File: src/rtl/sipo_pkg.sv
// Shared types and constants for the serial-in/parallel-out deserializer.
package sipo_pkg;

  typedef enum logic [0:0] {
    IDLE  = 1'b0,
    SHIFT = 1'b1
  } state_t;

  localparam logic DIR_MSB_FIRST = 1'b0;
  localparam logic DIR_LSB_FIRST = 1'b1;

endpackage

File: src/rtl/sipo_shift_core.sv
// WIDTH-bit shift register. A first-bit load clears the word and places the
// bit at the entry end chosen by dir; a shift moves the word one place toward
// the far end. next_word exposes the value being written on this edge so the
// top level can capture a completed word without an extra cycle.
module sipo_shift_core
  import sipo_pkg::*;
#(
  parameter int WIDTH = 4
) (
  input  logic             clk,
  input  logic             reset,
  input  logic             load_first,
  input  logic             shift_en,
  input  logic             dir,
  input  logic             bit_in,
  output logic [WIDTH-1:0] word,
  output logic [WIDTH-1:0] next_word
);

  // Next register value; load_first takes priority over shift_en.
  always_comb begin
    next_word = word;
    if (load_first) begin
      next_word = '0;
      if (dir == DIR_MSB_FIRST) next_word[0] = bit_in;
      else                      next_word[WIDTH-1] = bit_in;
    end else if (shift_en) begin
      if (dir == DIR_MSB_FIRST) next_word = {word[WIDTH-2:0], bit_in};
      else                      next_word = {bit_in, word[WIDTH-1:1]};
    end
  end

  // Shift register storage, cleared asynchronously.
  always_ff @(posedge clk or negedge reset) begin
    if (!reset) word <= '0;
    else        word <= next_word;
  end

endmodule

File: src/rtl/sipo_deserializer.sv
// Serial-in/parallel-out deserializer with frame_start alignment, per-frame
// bit order, a valid/ready output holding register and a sticky overrun flag.
//
// state | meaning
// ------+-------------------------------------------------------------
// IDLE  | waiting for serial_valid && frame_start; other bits ignored
// SHIFT | collecting bits 1..WIDTH-1 of the current frame
module sipo_deserializer
  import sipo_pkg::*;
#(
  parameter int WIDTH = 4
) (
  input  logic             clk,
  input  logic             reset,
  input  logic             serial_in,
  input  logic             serial_valid,
  input  logic             frame_start,
  input  logic             dir,
  input  logic             data_ready,
  input  logic             ovr_clear,
  output logic [WIDTH-1:0] parallel_data,
  output logic             data_valid,
  output logic             busy,
  output logic             overrun
);

  localparam int CNT_W = $clog2(WIDTH + 1);
  localparam logic [CNT_W-1:0] LAST_CNT = CNT_W'(WIDTH - 1);

  state_t           state;
  logic [CNT_W-1:0] count;
  logic             dir_lat;
  logic             load_first;
  logic             shift_en;
  logic             core_dir;
  logic             complete;
  logic [WIDTH-1:0] sr_word;
  logic [WIDTH-1:0] sr_next;

  // A frame_start restarts the frame from any state; plain bits only count in SHIFT.
  always_comb begin
    load_first = serial_valid && frame_start;
    shift_en   = serial_valid && !frame_start && (state == SHIFT);
    core_dir   = load_first ? dir : dir_lat;
    complete   = shift_en && (count == LAST_CNT);
  end

  sipo_shift_core #(
    .WIDTH(WIDTH)
  ) u_shift_core (
    .clk       (clk),
    .reset     (reset),
    .load_first(load_first),
    .shift_en  (shift_en),
    .dir       (core_dir),
    .bit_in    (serial_in),
    .word      (sr_word),
    .next_word (sr_next)
  );

  // Frame sequencing: state, bit count and the direction latched for the frame.
  always_ff @(posedge clk or negedge reset) begin
    if (!reset) begin
      state   <= IDLE;
      busy    <= 1'b0;
      count   <= '0;
      dir_lat <= DIR_MSB_FIRST;
    end else if (load_first) begin
      state   <= SHIFT;
      busy    <= 1'b1;
      count   <= CNT_W'(1);
      dir_lat <= dir;
    end else if (complete) begin
      state <= IDLE;
      busy  <= 1'b0;
      count <= '0;
    end else if (shift_en) begin
      count <= count + CNT_W'(1);
    end
  end

  // Output holding register and handshake; a word that cannot be stored is dropped.
  always_ff @(posedge clk or negedge reset) begin
    if (!reset) begin
      parallel_data <= '0;
      data_valid    <= 1'b0;
      overrun       <= 1'b0;
    end else begin
      if (complete && (!data_valid || data_ready)) begin
        parallel_data <= sr_next;
        data_valid    <= 1'b1;
      end else if (data_valid && data_ready) begin
        data_valid <= 1'b0;
      end

      if (complete && data_valid && !data_ready) overrun <= 1'b1;
      else if (ovr_clear)                        overrun <= 1'b0;
    end
  end

endmodule

File: config.mk
export PLATFORM = sky130hd
export DESIGN_NAME = sipo_deserializer
export DESIGN_NICKNAME = d
export VERILOG_FILES = /design/src/rtl/sipo_pkg.sv /design/src/rtl/sipo_shift_core.sv /design/src/rtl/sipo_deserializer.sv
export SDC_FILE = /design/constraint.sdc
export NUM_CORES = 1
export LEC_CHECK = 0
export ABC_CLOCK_PERIOD_IN_PS = 3800
export CAP_MARGIN = 20
export CORE_MARGIN = 2
export CORE_UTILIZATION = 40
export CTS_CLUSTER_DIAMETER = 80
export DETAILED_ROUTE_END_ITERATION = 7
export GPL_TIMING_DRIVEN = 0
export PLACE_DENSITY = 0.65
export SYNTH_ARGS = -nofsm -noshare
export SYNTH_HDL_FRONTEND = slang
export SYNTH_SLANG_ARGS = --single-unit
export TNS_END_PERCENT = 5
File: constraint.sdc
create_clock -name clk -period 3.8 [get_ports clk]
set_clock_uncertainty 0.2 [all_clocks]
set_input_delay 0.57 -clock clk [delete_from_list [all_inputs] [get_ports clk]]
set_output_delay 0.57 -clock clk [all_outputs]
set_load 0.005 [all_outputs]
==> flow_summary_export.csv <==
group,metric,value,unit
outcome,status,"completed",
route,finalWirelength,1330,µm
cells_and_area,layout_commonest_cell,"dfrtp_1",
timing,slew_viol_final,0,
synth,syn_inst,68,
cells_and_area,fin_util,0.531,
clock_network,cts_resized,0,
synth,synth_area,708,µm²
route,wl_per_cell,12.9,µm
cells_and_area,nNetsFinal,96,
synth,synth_edf_count,0,
route,drtIter0Drc,6,
clock_network,cts.sinks,15,
route,vias,554,
power_and_ir_drop,combPwrFrac,0.293,
place,hpwl,962,µm
grt,grt_max_degree,16,
synth,synth_top_flop_cell,"dfrtp_1",
route,post-route-drc-count,0,
synth,seq_area_frac_synth,0.530,
floorplanning,chipWidth,46.1,µm
power_and_ir_drop,power_density,485,nW/µm²
power_and_ir_drop,peakVddDrop,0.270,mV
clock_network,insertion_delay,280,ps
floorplanning,pin_count,15,
timing,relSlewSlack,0.551,
place,gp_congestion,0.718,
critical_path,cp.arrival,2180,ps
critical_path,worst_setup_path_start_kind,"input pin",
timing,worstMarginPinSlew,672,ps
power_and_ir_drop,swShare,0.289,
timing,fin_setup_tns,0,ps
grt,grt_use_total,0.152,
floorplanning,rows,15,
grt,grt_overflow,0,
floorplanning,die-area,2120,µm²
clock_network,hold_buffers,0,
grt,grt_pass1_wl,2240,µm
power_and_ir_drop,seq_power_share,0.496,
critical_path,cp_max_fo,7,
cells_and_area,antenna_cells,0,
floorplanning,initial_core_util,0.419,
clock_network,cts_tree,"built",
timing,min_period,2210,ps
synth,ys_warn_count,0,
clock_network,cts_buffers,3,
synth,async_reset_ff_frac,1.00,
synth,synth_top_area_share,0.530,
power_and_ir_drop,power,435,µW
grt,grt_pass1_vias,519,
cells_and_area,most-common-layout-cells,"dfrtp_1 (15), clkdlybuf4s50_1 (14), nand2_1 (8)",
grt,antenna_found_initial,0,
clock_network,cts_buffer_depth,2,
floorplanning,die_h,46.1,µm
timing,hold_viol,0,
synth,synth-seq-cells,15,
synth,ys_types,30,
cells_and_area,drive_gt1_frac,0.105,
power_and_ir_drop,internal_power,310,µW
critical_path,cp-end-kind,"flop",
route,dr.pass1.iters,4,
synth,synth.largest_area_cell,"dfrtp_1",
clock_network,root_buffer,"clkbuf_4",
critical_path,cp.required,3770,ps
floorplanning,placeableCoreArea,1690,µm²
route,post_drt_via_cell_ratio,5.38,
place,port_buffers,14,
critical_path,worstSetupPathType,"in2reg",
power_and_ir_drop,p_leak,0.419,nW
synth,synth_area_leaders,"dfrtp_1 (53%), mux2i_1 (5.7%), nand2_1 (4.2%), o21ai_0 (3.5%), inv_1 (3.2%)",
route,ant_nets,0,
synth,syn_nets,77,
hold_path,hold_class,"reg2reg",
clock_network,htree_levels,1,
power_and_ir_drop,power.net_switching,126,µW
run,cap_violations,0,
cells_and_area,syn2layout_area_growth,26.7,%
clock_network,cts_setup_buffers,0,
timing,fmax,0.454,GHz
timing,finalCritPeriodShare,0.580,
synth,syn_avg_cell_area,10.4,µm²
timing,rsz0062_at_grt,"false",
timing,finalSetupViolCount,0,
power_and_ir_drop,pwr-share-clk,0.211,
clock_network,path_clk_slew,90,ps
per-layer routing:
layer	up-vias	track usage	share of wire
met3	2	0.0510	0.051
met2	15	0.197	0.41
li1	280	-	-
met1	257	0.217	0.53
met4	0	0.0857	0.0075
met5	-	0	0
layout make-up:
type	instances	area, µm²
Fill cell	165	792
Sequential cell	15	375
Multi-Input combinational cell	45	298
Timing Repair Buffer	14	140
Clock buffer	3	22.5
Inverter	6	22.5
Tap cell	17	21.3
Buffer	2	12.5
Clock inverter	1	5.00
cells by family after synthesis:
family / share of synthesized area
muxes: 0.0883
DFF: 0.530
buffers and inverters: 0.0495
AOI/OAI and AO/OA: 0.150
adders and majority gates: 0.0177
and+or+nand+nor: 0.164
through the flow:
stage               setup WS, ps  hold slack, ps  area (µm²)  instances
global route                1530             320         897        103
global placement            1270             272         870         99
finish                      1590             308         897        103
floorplan                   1980            74.4         708         68
detailed placement          1290             284         870         99
CTS                         1580             306         897        103
worst max-delay path, cell delays in order:
cell             delay (ps)
clkdlybuf4s50_1         610
nand4_1                 270
and2b_1                 370
mux2_2                  360
registers in the layout, summed over array words and instances (netlist names):
signal,cells
count,3
overrun,1
state,1
dir_lat,1
data_valid,1
parallel_data,4
u_shift_core.word,4
worst paths after layout:
path | startpoint | to | slack (ps) | cells past startpoint
min in group asynchronous | reset | parallel_data[2] | 490 | 1
min | count[2] | count[2] | 310 | 1
max reg2reg | count[1] | parallel_data[0] | 1960 | 4
min reg2reg | count[2] | count[2] | 310 | 1
max in group asynchronous | reset | u_shift_core.word[3] | 2490 | 1
max | serial_valid | parallel_data[0] | 1590 | 4
synth_stat cells (2+ instances only):
cell type / n
nand4_1: 2
mux2i_1: 4
dfrtp_1: 15
mux2_2: 2
nand2_1: 8
inv_1: 6
o21ai_0: 5
nor2_1: 3
nor2b_1: 2
power by group through the flow:
| stage | Clock [mW] | Combinational (mW) | Sequential, mW |
|---|---|---|---|
| finish | 0.0919 | 0.128 | 0.216 |
| global route | 0.0989 | 0.144 | 0.222 |
| CTS | 0.0947 | 0.129 | 0.217 |
| detailed placement | 0 | 0.128 | 0.219 |
| global placement | 0 | 0.127 | 0.218 |
| floorplan | 0 | 0.0596 | 0.218 |
Note: power is estimated with default switching activity, not from simulation.
